`src/rtl/vn_debias_packer.sv`:
```
// Multi-channel von Neumann de-biaser that packs surviving bits LSB-first into
// words and buffers them in a small first-word-fall-through FIFO.
module vn_debias_packer #(
  parameter int NUM_CH     = 4,
  parameter int WORD_W     = 32,
  parameter int FIFO_DEPTH = 4
) (
  input  logic                          clk,
  input  logic                          rst,
  input  logic                          enable,
  input  logic                          bypass,
  input  logic [NUM_CH-1:0]             rnd,
  output logic [WORD_W-1:0]             out_data,
  output logic                          out_valid,
  input  logic                          out_ready,
  output logic [$clog2(FIFO_DEPTH):0]   fifo_level,
  output logic                          overflow
);

  localparam int ACC_W = WORD_W + NUM_CH;
  localparam int CW    = $clog2(ACC_W + 1);
  localparam int PW    = $clog2(FIFO_DEPTH);
  localparam int LW    = PW + 1;

  logic              phase_reg, phase_next;
  logic              bypass_prev_reg;
  logic [NUM_CH-1:0] first_reg;
  logic [ACC_W-1:0]  acc_reg, acc_next;
  logic [CW-1:0]     cnt_reg, cnt_next;

  logic [WORD_W-1:0] mem [FIFO_DEPTH];
  logic [PW-1:0]     wr_ptr_reg, rd_ptr_reg;
  logic [LW-1:0]     level_reg;
  logic              overflow_reg;

  logic              mode_change, eff_phase;
  logic [NUM_CH-1:0] emit_v, emit_b;
  logic [ACC_W-1:0]  packed_bits, combined;
  logic [CW-1:0]     new_cnt, sum;
  logic              word_done;
  logic [WORD_W-1:0] word;
  logic              full, pop, do_push;

  // A bypass edge restarts pairing so a half-captured pair is never completed.
  assign mode_change = bypass ^ bypass_prev_reg;
  assign eff_phase   = phase_reg & ~mode_change;

  for (genvar gi = 0; gi < NUM_CH; gi++) begin : g_ch
    assign emit_v[gi] = enable & (bypass | (eff_phase & (first_reg[gi] ^ rnd[gi])));
    assign emit_b[gi] = bypass ? rnd[gi] : first_reg[gi];
  end

  always_comb begin
    phase_next = eff_phase;
    if (enable && !bypass)
      phase_next = ~eff_phase;
  end

  // Compact this cycle's surviving bits in ascending channel order.
  always_comb begin
    new_cnt     = '0;
    packed_bits = '0;
    for (int i = 0; i < NUM_CH; i++) begin
      if (emit_v[i]) begin
        packed_bits = packed_bits | (ACC_W'(emit_b[i]) << new_cnt);
        new_cnt     = new_cnt + CW'(1);
      end
    end
  end

  always_comb begin
    combined  = acc_reg | (packed_bits << cnt_reg);
    sum       = cnt_reg + new_cnt;
    word_done = (sum >= CW'(WORD_W));
    word      = combined[WORD_W-1:0];
    acc_next  = combined;
    cnt_next  = sum;
    if (word_done) begin
      acc_next = combined >> WORD_W;
      cnt_next = sum - CW'(WORD_W);
    end
  end

  assign full    = (level_reg == LW'(FIFO_DEPTH));
  assign pop     = out_valid & out_ready;
  assign do_push = word_done & (~full | pop);

  always_ff @(posedge clk) begin
    if (rst) begin
      phase_reg       <= 1'b0;
      bypass_prev_reg <= 1'b0;
      first_reg       <= '0;
      acc_reg         <= '0;
      cnt_reg         <= '0;
      wr_ptr_reg      <= '0;
      rd_ptr_reg      <= '0;
      level_reg       <= '0;
      overflow_reg    <= 1'b0;
    end else begin
      phase_reg       <= phase_next;
      bypass_prev_reg <= bypass;
      if (enable && !bypass && !eff_phase)
        first_reg <= rnd;
      acc_reg   <= acc_next;
      cnt_reg   <= cnt_next;
      if (do_push)
        wr_ptr_reg <= wr_ptr_reg + PW'(1);
      if (pop)
        rd_ptr_reg <= rd_ptr_reg + PW'(1);
      level_reg <= level_reg + LW'(do_push) - LW'(pop);
      if (word_done && full && !pop)
        overflow_reg <= 1'b1;
    end
  end

  // Storage needs no reset; the pointers define which entries are live.
  always_ff @(posedge clk) begin
    if (!rst && do_push)
      mem[wr_ptr_reg] <= word;
  end

  assign out_valid  = (level_reg != '0);
  assign out_data   = out_valid ? mem[rd_ptr_reg] : '0;
  assign fifo_level = level_reg;
  assign overflow   = overflow_reg;

endmodule

```
`config.mk`:
```
export PLATFORM = sky130hd
export DESIGN_NAME = vn_debias_packer
export DESIGN_NICKNAME = d
export VERILOG_FILES = /design/src/rtl/vn_debias_packer.sv
export SDC_FILE = /design/constraint.sdc
export NUM_CORES = 1
export LEC_CHECK = 0
export ABC_AREA = 1
export CORE_ASPECT_RATIO = 0.9
export CORE_UTILIZATION = 40
export CTS_CLUSTER_SIZE = 20
export DETAILED_ROUTE_END_ITERATION = 8
export SETUP_SLACK_MARGIN = 0.02
export SLEW_MARGIN = 40
export SYNTH_ARGS = -nofsm -noshare
export SYNTH_HDL_FRONTEND = slang
export SYNTH_SLANG_ARGS = --single-unit
```
`constraint.sdc`:
```
create_clock -name clk -period 7.5 [get_ports clk]
set_clock_uncertainty 0.15 [all_clocks]
set_input_delay 1.125 -clock clk [delete_from_list [all_inputs] [get_ports clk]]
set_output_delay 1.125 -clock clk [all_outputs]
set_load 0.01 [all_outputs]
```
## Word-level counts from Yosys, hierarchy flattened

Memory sizes are Yosys's and may differ from the RTL's. A register that Yosys moved wholly into a read port is not among the register bits.
Cells that the tools add are included.
Widths: inputs -> output; s select.

| storage, ports and cells | value |
|---|---|
| memory bits (writable) | 128 |
| bits in registers | 56 |
| output and inout port bits | 37 |
| bits of input ports | 9 |
| memories | 1 |
| logic and storage cells | 85 |

| operators by class | value |
|---|---|
| shift operators | 4 |
| muxes and demuxes | 20 |
| add/sub/neg operators | 9 |
| eq/ne operators | 1 |
| order comparisons | 1 |
| reduce and logical (&&, ||, !) cells | 11 |
| bitwise operators | 28 |

Memory list:

| memory | words | width | read ports | clocked after Yosys merged registers in | write ports | line | RTL |
|---|---|---|---|---|---|---|---|
| mem | 4 | 32 | 1 | 1 | 1 | 31 | `logic [WORD_W-1:0] mem [FIFO_DEPTH];` |

Operators by type and width:

| operator | count |
|---|---|
| $mux 36 | 3 |
| $or 36x36->36 | 3 |
| $shl 1x6->36 | 3 |
| $or 1x36->36 | 1 |
| $shl 36x6->36 | 1 |
| $mux 32 | 1 |
| $mux 6 | 4 |
| $add 6x1->6 const B | 3 |
| $and 1x1->1 | 11 |
| $mux 1 | 9 |
| $add 6x6->6 | 1 |
| $ge 6x6->1 const B | 1 |
| $sub 6x6->6 const B | 1 |
| $logic_and 1x1->1 | 5 |
| $or 1x1->1 | 5 |
| $xor 1x1->1 | 5 |
| $add 2x1->2 const B | 2 |
| $logic_not 1->1 | 4 |
| $mux 2 | 2 |
| $mux 4 | 1 |
| $add 3x1->3 | 1 |
| $eq 3x3->1 const B | 1 |
| $not 1->1 | 3 |
| $reduce_bool 3->1 | 1 |
| other kinds (2) | 2 |

## Logic depth before layout (Yosys ltp)

Gate-level depths: netlist of run 1.

| logic depth | value |
|---|---|
| depth in word-level cells | 19 |
| gate-level depth with buffers | 29 |
| mapped depth without buffers | 29 |

## Least setup slack after synthesis of run 1

Ideal clock, no wire load.

| path | value |
|---|---|
| path kind | input-to-reg |
| from | input bypass |
| to | memory mem[0][0] (enable) |
| required time | 6.929 ns |
| setup time | 0.421 ns |
| stages | 24 |
| arrival time | 5.286 ns |
| path buffers | 1 |
| path slack | 1.643 ns |
| path through | buf_6 inv_4 a21oi_4 nand2_1 nand2_2 nand2_1 ha_1 inv_1 nand3_1 nand2_1 ha_1 inv_1 o21ai_0 ha_1 a21oi_1 nor2_1 nor2_1 nor2_1 nor2_1 nor2_1 xor2_1 nor2_1 nand2_1 nor2_1 |

| between the ends | value |
|---|---|
| cells in the longest elaborated chain, start to end | 19 |
| elaborated cells between the ends (all ways) | 28 |
| classes of those cells | add/sub: 4; order compare: 1; mux: 6; bitwise: 16; reduce/logical: 1 |

Ends and longest elaborated chain:

| item | line | RTL |
|---|---|---|
| start, declared | 11 | `input logic bypass,` |
| $xor 1x1->1 | 45 | `assign mode_change = bypass ^ bypass_prev_reg;` |
| $not 1->1 | 46 | `assign eff_phase = phase_reg & ~mode_change;` |
| $and 1x1->1 | 46 |  |
| $and 1x1->1 | 49 | `assign emit_v[gi] = enable & (bypass \| (eff_phase & (first_reg[gi] ^ rnd[gi])));` |
| $or 1x1->1 | 49 |  |
| $and 1x1->1 | 49 |  |
| $mux 1 | 64 | `if (emit_v[i]) begin` |
| $add 6x1->6 | 66 | `new_cnt = new_cnt + CW'(1);` |
| [... 3 more ...] | -- |  |
| $add 6x1->6 | 66 |  |
| $mux 6 (*) | 64 |  |
| $add 6x6->6 (*) | 73 | `sum = cnt_reg + new_cnt;` |
| $ge 6x6->1 (*) | 74 | `word_done = (sum >= CW'(WORD_W));` |
| $and 1x1->1 (*) | 86 | `assign do_push = word_done & (~full \| pop);` |
| $logic_and 1x1->1 (*) | 118 | `if (!rst && do_push)` |
| $mux 1 (*) | 118 |  |
| $mux 1 (implied by the code) (*) | 119 | `mem[wr_ptr_reg] <= word;` |
| end, declared | 31 |  |

Every way passes the cells marked *; elsewhere a longest branch is shown, timed or not.

## Worst setup path in the final report of run 1

| path | value |
|---|---|
| from | input bypass |
| to | memory mem[1][4] (enable) |

Same word-level chain as after synthesis.

==> impl_metrics.env, run 1 <==
export IMPL_outcome="finished clean"
export IMPL_dr_pass1_iters=5
export IMPL_design_area_um2=9600
export IMPL_cts_buffers=17
export IMPL_placed_area_um2=9030
export IMPL_drtIter0Drc=464
export IMPL_core_um2=20200
export IMPL_setup_viol=0
export IMPL_min_to="acc_reg[15]$_SDFF_PP0_"
export IMPL_syn_inst=885
export IMPL_port_buffers=45
export IMPL_ir_worst_vdd_v=0.000156
export IMPL_io_pin_count=46
export IMPL_drv_slew=0
export IMPL_yosys_warnings=0
export IMPL_ys_top_cells_by_area="edfxtp_1 (46%), dfxtp_1 (14%), nor2_1 (7.3%), nand2_1 (5.3%), o21ai_0 (5.0%)"
export IMPL_r2r_start="bypass_prev_reg$_SDFF_PP0_"
export IMPL_die_height_um=139
export IMPL_antenna_found_initial=0
export IMPL_num_vias=5938
export IMPL_globalRouteOverflowTotal=0
export IMPL_worst_setup_path_start_kind="primary input"
export IMPL_start_util_pct=41.2
export IMPL_critPathMaxFanout=21
export IMPL_vias_per_cell=5.01
export IMPL_worstMarginPinSlew_ns=0.755
export IMPL_cp_end_kind="flip-flop"
export IMPL_r2r_end="mem[1][4]$_DFFE_PP_"
export IMPL_clock_latency_ns=0.43
export IMPL_finalSetupTns_ns=0
export IMPL_post_cts_resized=0
export IMPL_arrival_ns=5.92
export IMPL_maxCapViolations=0
export IMPL_remaining_drc_errors=0
export IMPL_synth_seq_area_share_pct=60.2
export IMPL_reg2reg_depth=23
export IMPL_relSlewSlack_pct=49.6
export IMPL_rrSetupSlack_ns=2.65
export IMPL_rows=49
export IMPL_wl_mm=18.0
export IMPL_synth_top_area_share_pct=46.2
export IMPL_fmax_mhz=168
export IMPL_synth_distinct_cells=43
export IMPL_synth_edff_count=128
export IMPL_routabilityCongestion=0.846
export IMPL_layout_drive_gt1_share_pct=9.13
export IMPL_grt_pass1_vias=5437
export IMPL_async_flop_share_pct=0
export IMPL_tritoncts="yes"
export IMPL_ant_nets=0
export IMPL_finalHoldViolCount=0
export IMPL_synth_seq_cells=186
export IMPL_h_tree_depth=4
export IMPL_finalCritPeriodShare_pct=79.6
export IMPL_final_nets=942
export IMPL_nFillCells=1879
export IMPL_p_per_area_nw_per_um2=305
export IMPL_layout_commonest_cell="nor2_1"
export IMPL_grt_pass1_wl_mm=29.1
export IMPL_die_width_um=154
export IMPL_syn_area_per_cell_um2=9.39
export IMPL_grt_setup_unrepaired="false"
export IMPL_routedWlPerCell_um=15.2
export IMPL_path_class="primary input to flip-flop"
export IMPL_die_area_um2=21400
export IMPL_synth_area_um2=8310
export IMPL_grt_max_degree=66
export IMPL_min_path_type="flip-flop to flip-flop"
export IMPL_track_usage_pct=17.8
export IMPL_p_leak_nw=3.65
export IMPL_largest_register_ffs=128
export IMPL_dp_hpwl_mm=11.6
export IMPL_postCtsSetupBuffers=0
export IMPL_syn2layout_area_growth_pct=15.5
export IMPL_synth_flop_cell="edfxtp_1"
export IMPL_hold_buffers=0
export IMPL_period_needed_ns=5.97
export IMPL_cts_buffer_depth=2
export IMPL_critical_path_required_ns=7.45
export IMPL_clk_pin_slew_worst_paths_ns=0.06
export IMPL_synth_area_leader_cell="edfxtp_1"
export IMPL_holdCritStartpoint="acc_reg[15]$_SDFF_PP0_"
export IMPL_final_cell_mix="nor2_1 (158), edfxtp_1 (128), nand2_1 (118), o21ai_0 (83), inv_1 (77)"
export IMPL_cts_root_buf="clkbuf_16"
export IMPL_min_path_cells=2
export IMPL_diodes=0
export IMPL_clock_sinks=186
==> final cells by class <==
type / instances / area, µm² / area share, %
timing repair buffer: 55 / 526 / 5.47
inverter: 86 / 325 / 3.39
clock buffer: 17 / 425 / 4.43
sequential: 186 / 5010 / 52.1
clock inverter: 15 / 153 / 1.59
tap: 255 / 319 / 3.32
multi-input combinational: 572 / 2850 / 29.7
==> critical path, stage by stage <==
cell             delay (ns)
clkdlybuf4s50_1        0.66
inv_4                  0.13
a21oi_4                0.19
nand2_1                0.11
nand2_2                0.11
nand2_1                0.08
ha_1                   0.35
inv_1                  0.07
nand3_1                0.11
nand2_1                0.11
ha_1                   0.28
inv_1                  0.03
o21ai_0                0.22
ha_1                   0.28
a21oi_1                0.17
nor2_1                 0.07
nor2_1                 0.09
nor2_1                 0.06
nor2_1                 0.08
nor2_1                 0.05
xor2_1                 0.17
nor2_1                 0.20
nand2_1                0.27
nor2_4                 0.47
buf_4                  0.41
==> report_power, final <==
part           switching [W]  total, W  internal, W  leakage, nW
clock network       0.000404  0.000873     0.000469        0.290
logic               0.000514  0.000845     0.000331         1.67
registers          0.0000430   0.00122      0.00117         1.69
total               0.000961   0.00293      0.00197         3.65
==> Yosys cell counts, types with 2 or more instances <==
cell type    n
nand3_1     46
nand3_2      3
o21ai_0     83
clkbuf_1    31
o21ai_2      5
ha_1        13
a21oi_1     76
o21ai_1      2
edfxtp_1   128
nor2_4       3
dfxtp_1     58
nand4_1     17
inv_1       79
o21bai_2     2
a31oi_1      3
xnor2_1      4
nand2_1    118
inv_2        3
clkinv_1     3
nor2_1     162
fa_1         2
buf_2        6
nand2_2      8
nor2_2       4
buf_1        4
nor3_1       5
==> stage by stage <==
step                      setup WS (ns)  hold WS (ns)  utilization (%)  total power, W  std cells
after global placement             1.20         0.293             44.7         0.00208       1154
after floorplan                    1.64         0.286                -         0.00172        886
after detailed placement           1.08         0.297             44.7         0.00209       1154
after global routing               1.15         0.320             47.6         0.00310       1186
after CTS                          1.54         0.307             47.6         0.00297       1186
final                              1.53         0.306             47.6         0.00293       1186
==> routing by layer <==
metal	global-route usage [%]	part of all wire [%]	vias to the layer above
met5	0	0	-
met4	5.47	1.3	0
met3	3.91	4.0	15
met2	27.6	46	128
met1	24.9	49	2752
li1	-	-	3043
==> worst max-delay path by stage <==
stage	startpoint	end	slack, ns
final	bypass	mem[1][4]$_DFFE_PP_	1.53
after global placement	bypass	mem[1][12]$_DFFE_PP_	1.20
after global routing	bypass	mem[1][4]$_DFFE_PP_	1.15
after floorplan	bypass	mem[0][0]$_DFFE_PP_	1.64
after CTS	bypass	mem[1][4]$_DFFE_PP_	1.54
after detailed placement	bypass	mem[1][19]$_DFFE_PP_	1.08
==> logic make-up after synthesis <==
logic type	after synthesis	synth area share [%]
adder cells (fa/ha/maj)	15	2.44
flip-flops	186	60.2
AO/OA/AOI/OAI	176	11.3
XOR/XNOR	5	0.527
other	1	0.0451
AND/OR/NAND/NOR	374	19.5
buffers and inverters	128	5.99
Power figures use the tool's default switching activity.
==> run 2: changes to the inputs <==
- clock period: 7.5 -> 5.1 ns (I/O delays scaled with it)
==> impl_metrics.env, run 2 (synthesized netlist as in run 1, its figures left out) <==
export IMPL_num_vias=6009
export IMPL_diodes=0
export IMPL_drtIter0Drc=439
export IMPL_cpMostUsedCell="nor2_1"
export IMPL_design_area_um2=9870
export IMPL_period_needed_ns=4.67
export IMPL_dr_pass1_iters=5
export IMPL_final_nets=965
export IMPL_clk_pin_slew_worst_paths_ns=0.07
export IMPL_finalCritPeriodShare_pct=91.5
export IMPL_track_usage_pct=18.3
export IMPL_layout_drive_gt1_share_pct=11.4
export IMPL_largest_register_ffs=128
export IMPL_clock_sinks=186
export IMPL_routabilityCongestion=0.839
export IMPL_remaining_drc_errors=0
export IMPL_routedWlPerCell_um=15.4
export IMPL_placed_area_um2=9240
export IMPL_cp_slowest_cell="clkdlybuf4s50_1"
export IMPL_io_pin_count=46
export IMPL_critical_path_required_ns=5.28
export IMPL_antenna_found_initial=0
export IMPL_p_per_area_nw_per_um2=445
export IMPL_cts_buffers=17
export IMPL_rows=49
export IMPL_p_leak_nw=3.79
export IMPL_h_tree_depth=4
export IMPL_worstMarginPinSlew_ns=0.674
export IMPL_arrival_ns=4.84
export IMPL_holdCritStartpoint="overflow$_SDFFE_PP0P_"
export IMPL_vias_per_cell=4.97
export IMPL_grt_max_degree=65
export IMPL_die_width_um=154
export IMPL_die_height_um=139
export IMPL_die_area_um2=21400
export IMPL_cp_end_kind="flip-flop"
export IMPL_cts_root_buf="clkbuf_16"
export IMPL_ir_worst_vdd_v=0.000229
export IMPL_post_route_util_pct=48.9
export IMPL_worst_setup_path_start_kind="primary input"
export IMPL_r2r_start="bypass_prev_reg$_SDFF_PP0_"
export IMPL_setup_viol=0
export IMPL_clock_latency_ns=0.43
export IMPL_grt_pass1_wl_mm=30.0
export IMPL_globalRouteOverflowTotal=0
export IMPL_path_class="primary input to flip-flop"
export IMPL_finalHoldViolCount=0
export IMPL_maxCapViolations=0
export IMPL_layout_commonest_cell="nor2_1"
export IMPL_min_path_type="flip-flop to flip-flop"
export IMPL_tritoncts="yes"
export IMPL_dp_hpwl_mm=11.8
export IMPL_drv_slew=0
export IMPL_port_buffers=45
export IMPL_startpoint="rnd[1]"
export IMPL_critPathMaxFanout=3
export IMPL_relSlewSlack_pct=55.0
export IMPL_hold_buffers=0
export IMPL_cts_buffer_depth=2
export IMPL_wl_mm=18.6
export IMPL_outcome="finished clean"
export IMPL_grt_pass1_vias=5691
export IMPL_final_cell_mix="nor2_1 (156), edfxtp_1 (128), nand2_1 (118), o21ai_0 (82), inv_1 (78)"
export IMPL_syn2layout_area_growth_pct=18.7
export IMPL_max_stage_delay_ns=0.44
export IMPL_start_util_pct=41.2
export IMPL_fmax_mhz=214
export IMPL_core_um2=20200
export IMPL_grt_setup_unrepaired="false"
export IMPL_ant_nets=0
run 2: cell count changes in the layout (fill, tap and decap cells not counted):
cell,change
buf_4,+19
buf_12,+4
clkinv_2,-3
clkinv_8,+3
nor2_1,-2
nor2_2,+2
clkdlybuf4s50_1,-1
clkinvlp_4,+1
dlymetal6s2s_1,+1
inv_1,+1
inv_2,-1
inv_6,-1
o21ai_0,-1
o21ai_1,+1
run 2: timing repair:
action | CTS | global route
gates resized for setup | 0 | 2
buffers inserted | 0 | 1
endpoints found under the setup margin | 0 | 2
endpoints found under the hold margin | 0 | 0
run 2: worst paths after layout:
check,to,slack [ns],cells past startpoint
worst max-delay path,fifo_level[2]$_SDFF_PP0_,0.43,30
worst min-delay path,overflow$_SDFFE_PP0P_,0.30,2
worst max register to register,fifo_level[2]$_SDFF_PP0_,0.83,27
worst min register to register,overflow$_SDFFE_PP0P_,0.30,2
run 2: critical path, delay by kind of cell:
kind / cells / cell delay, ns
buffers and inverters: 6 / 0.72
and+or+nand+nor: 13 / 0.98
xor gates and xnor gates: 1 / 0.17
adders and majority gates: 6 / 1.68
AOI/OAI and AO/OA: 4 / 0.53
run 2: layout make-up:
type                            count  area [µm²]
Multi-Input combinational cell    572        2860
Clock inverter                     15         185
Fill cell                        1850       10300
Sequential cell                   186        5010
Clock buffer                       17         425
Timing Repair Buffer               78         751
Inverter                           86         325
Tap cell                          255         319
run 2: per-layer routing:
metal / GRT usage (%) / part of all wire, % / vias up
met4: 5.79 / 1.7 / 0
li1: - / - / 3085
met1: 25.1 / 47 / 2760
met3: 3.75 / 4.8 / 18
met5: 0 / 0 / -
met2: 29.2 / 46 / 146
run 2: stage by stage:
step	setup slack [ns]	power [W]	setup TNS (ns)	hold WS (ns)	std cells
after floorplan	-0.397	0.00253	-50.78	0.286	886
after global placement	-0.0864	0.00309	-0.132	0.290	1176
after detailed placement	-0.214	0.00310	-6.71	0.292	1176
after CTS	0.237	0.00444	0	0.302	1208
after global routing	0.112	0.00464	0	0.325	1209
final	0.433	0.00439	0	0.299	1209
run 2: power by group:
group | leakage (nW) | switching (W) | internal [W] | total [W]
Combinational | 1.80 | 0.000746 | 0.000513 | 0.00126
Clock | 0.295 | 0.000628 | 0.000703 | 0.00133
Sequential | 1.69 | 0.0000756 | 0.00172 | 0.00180
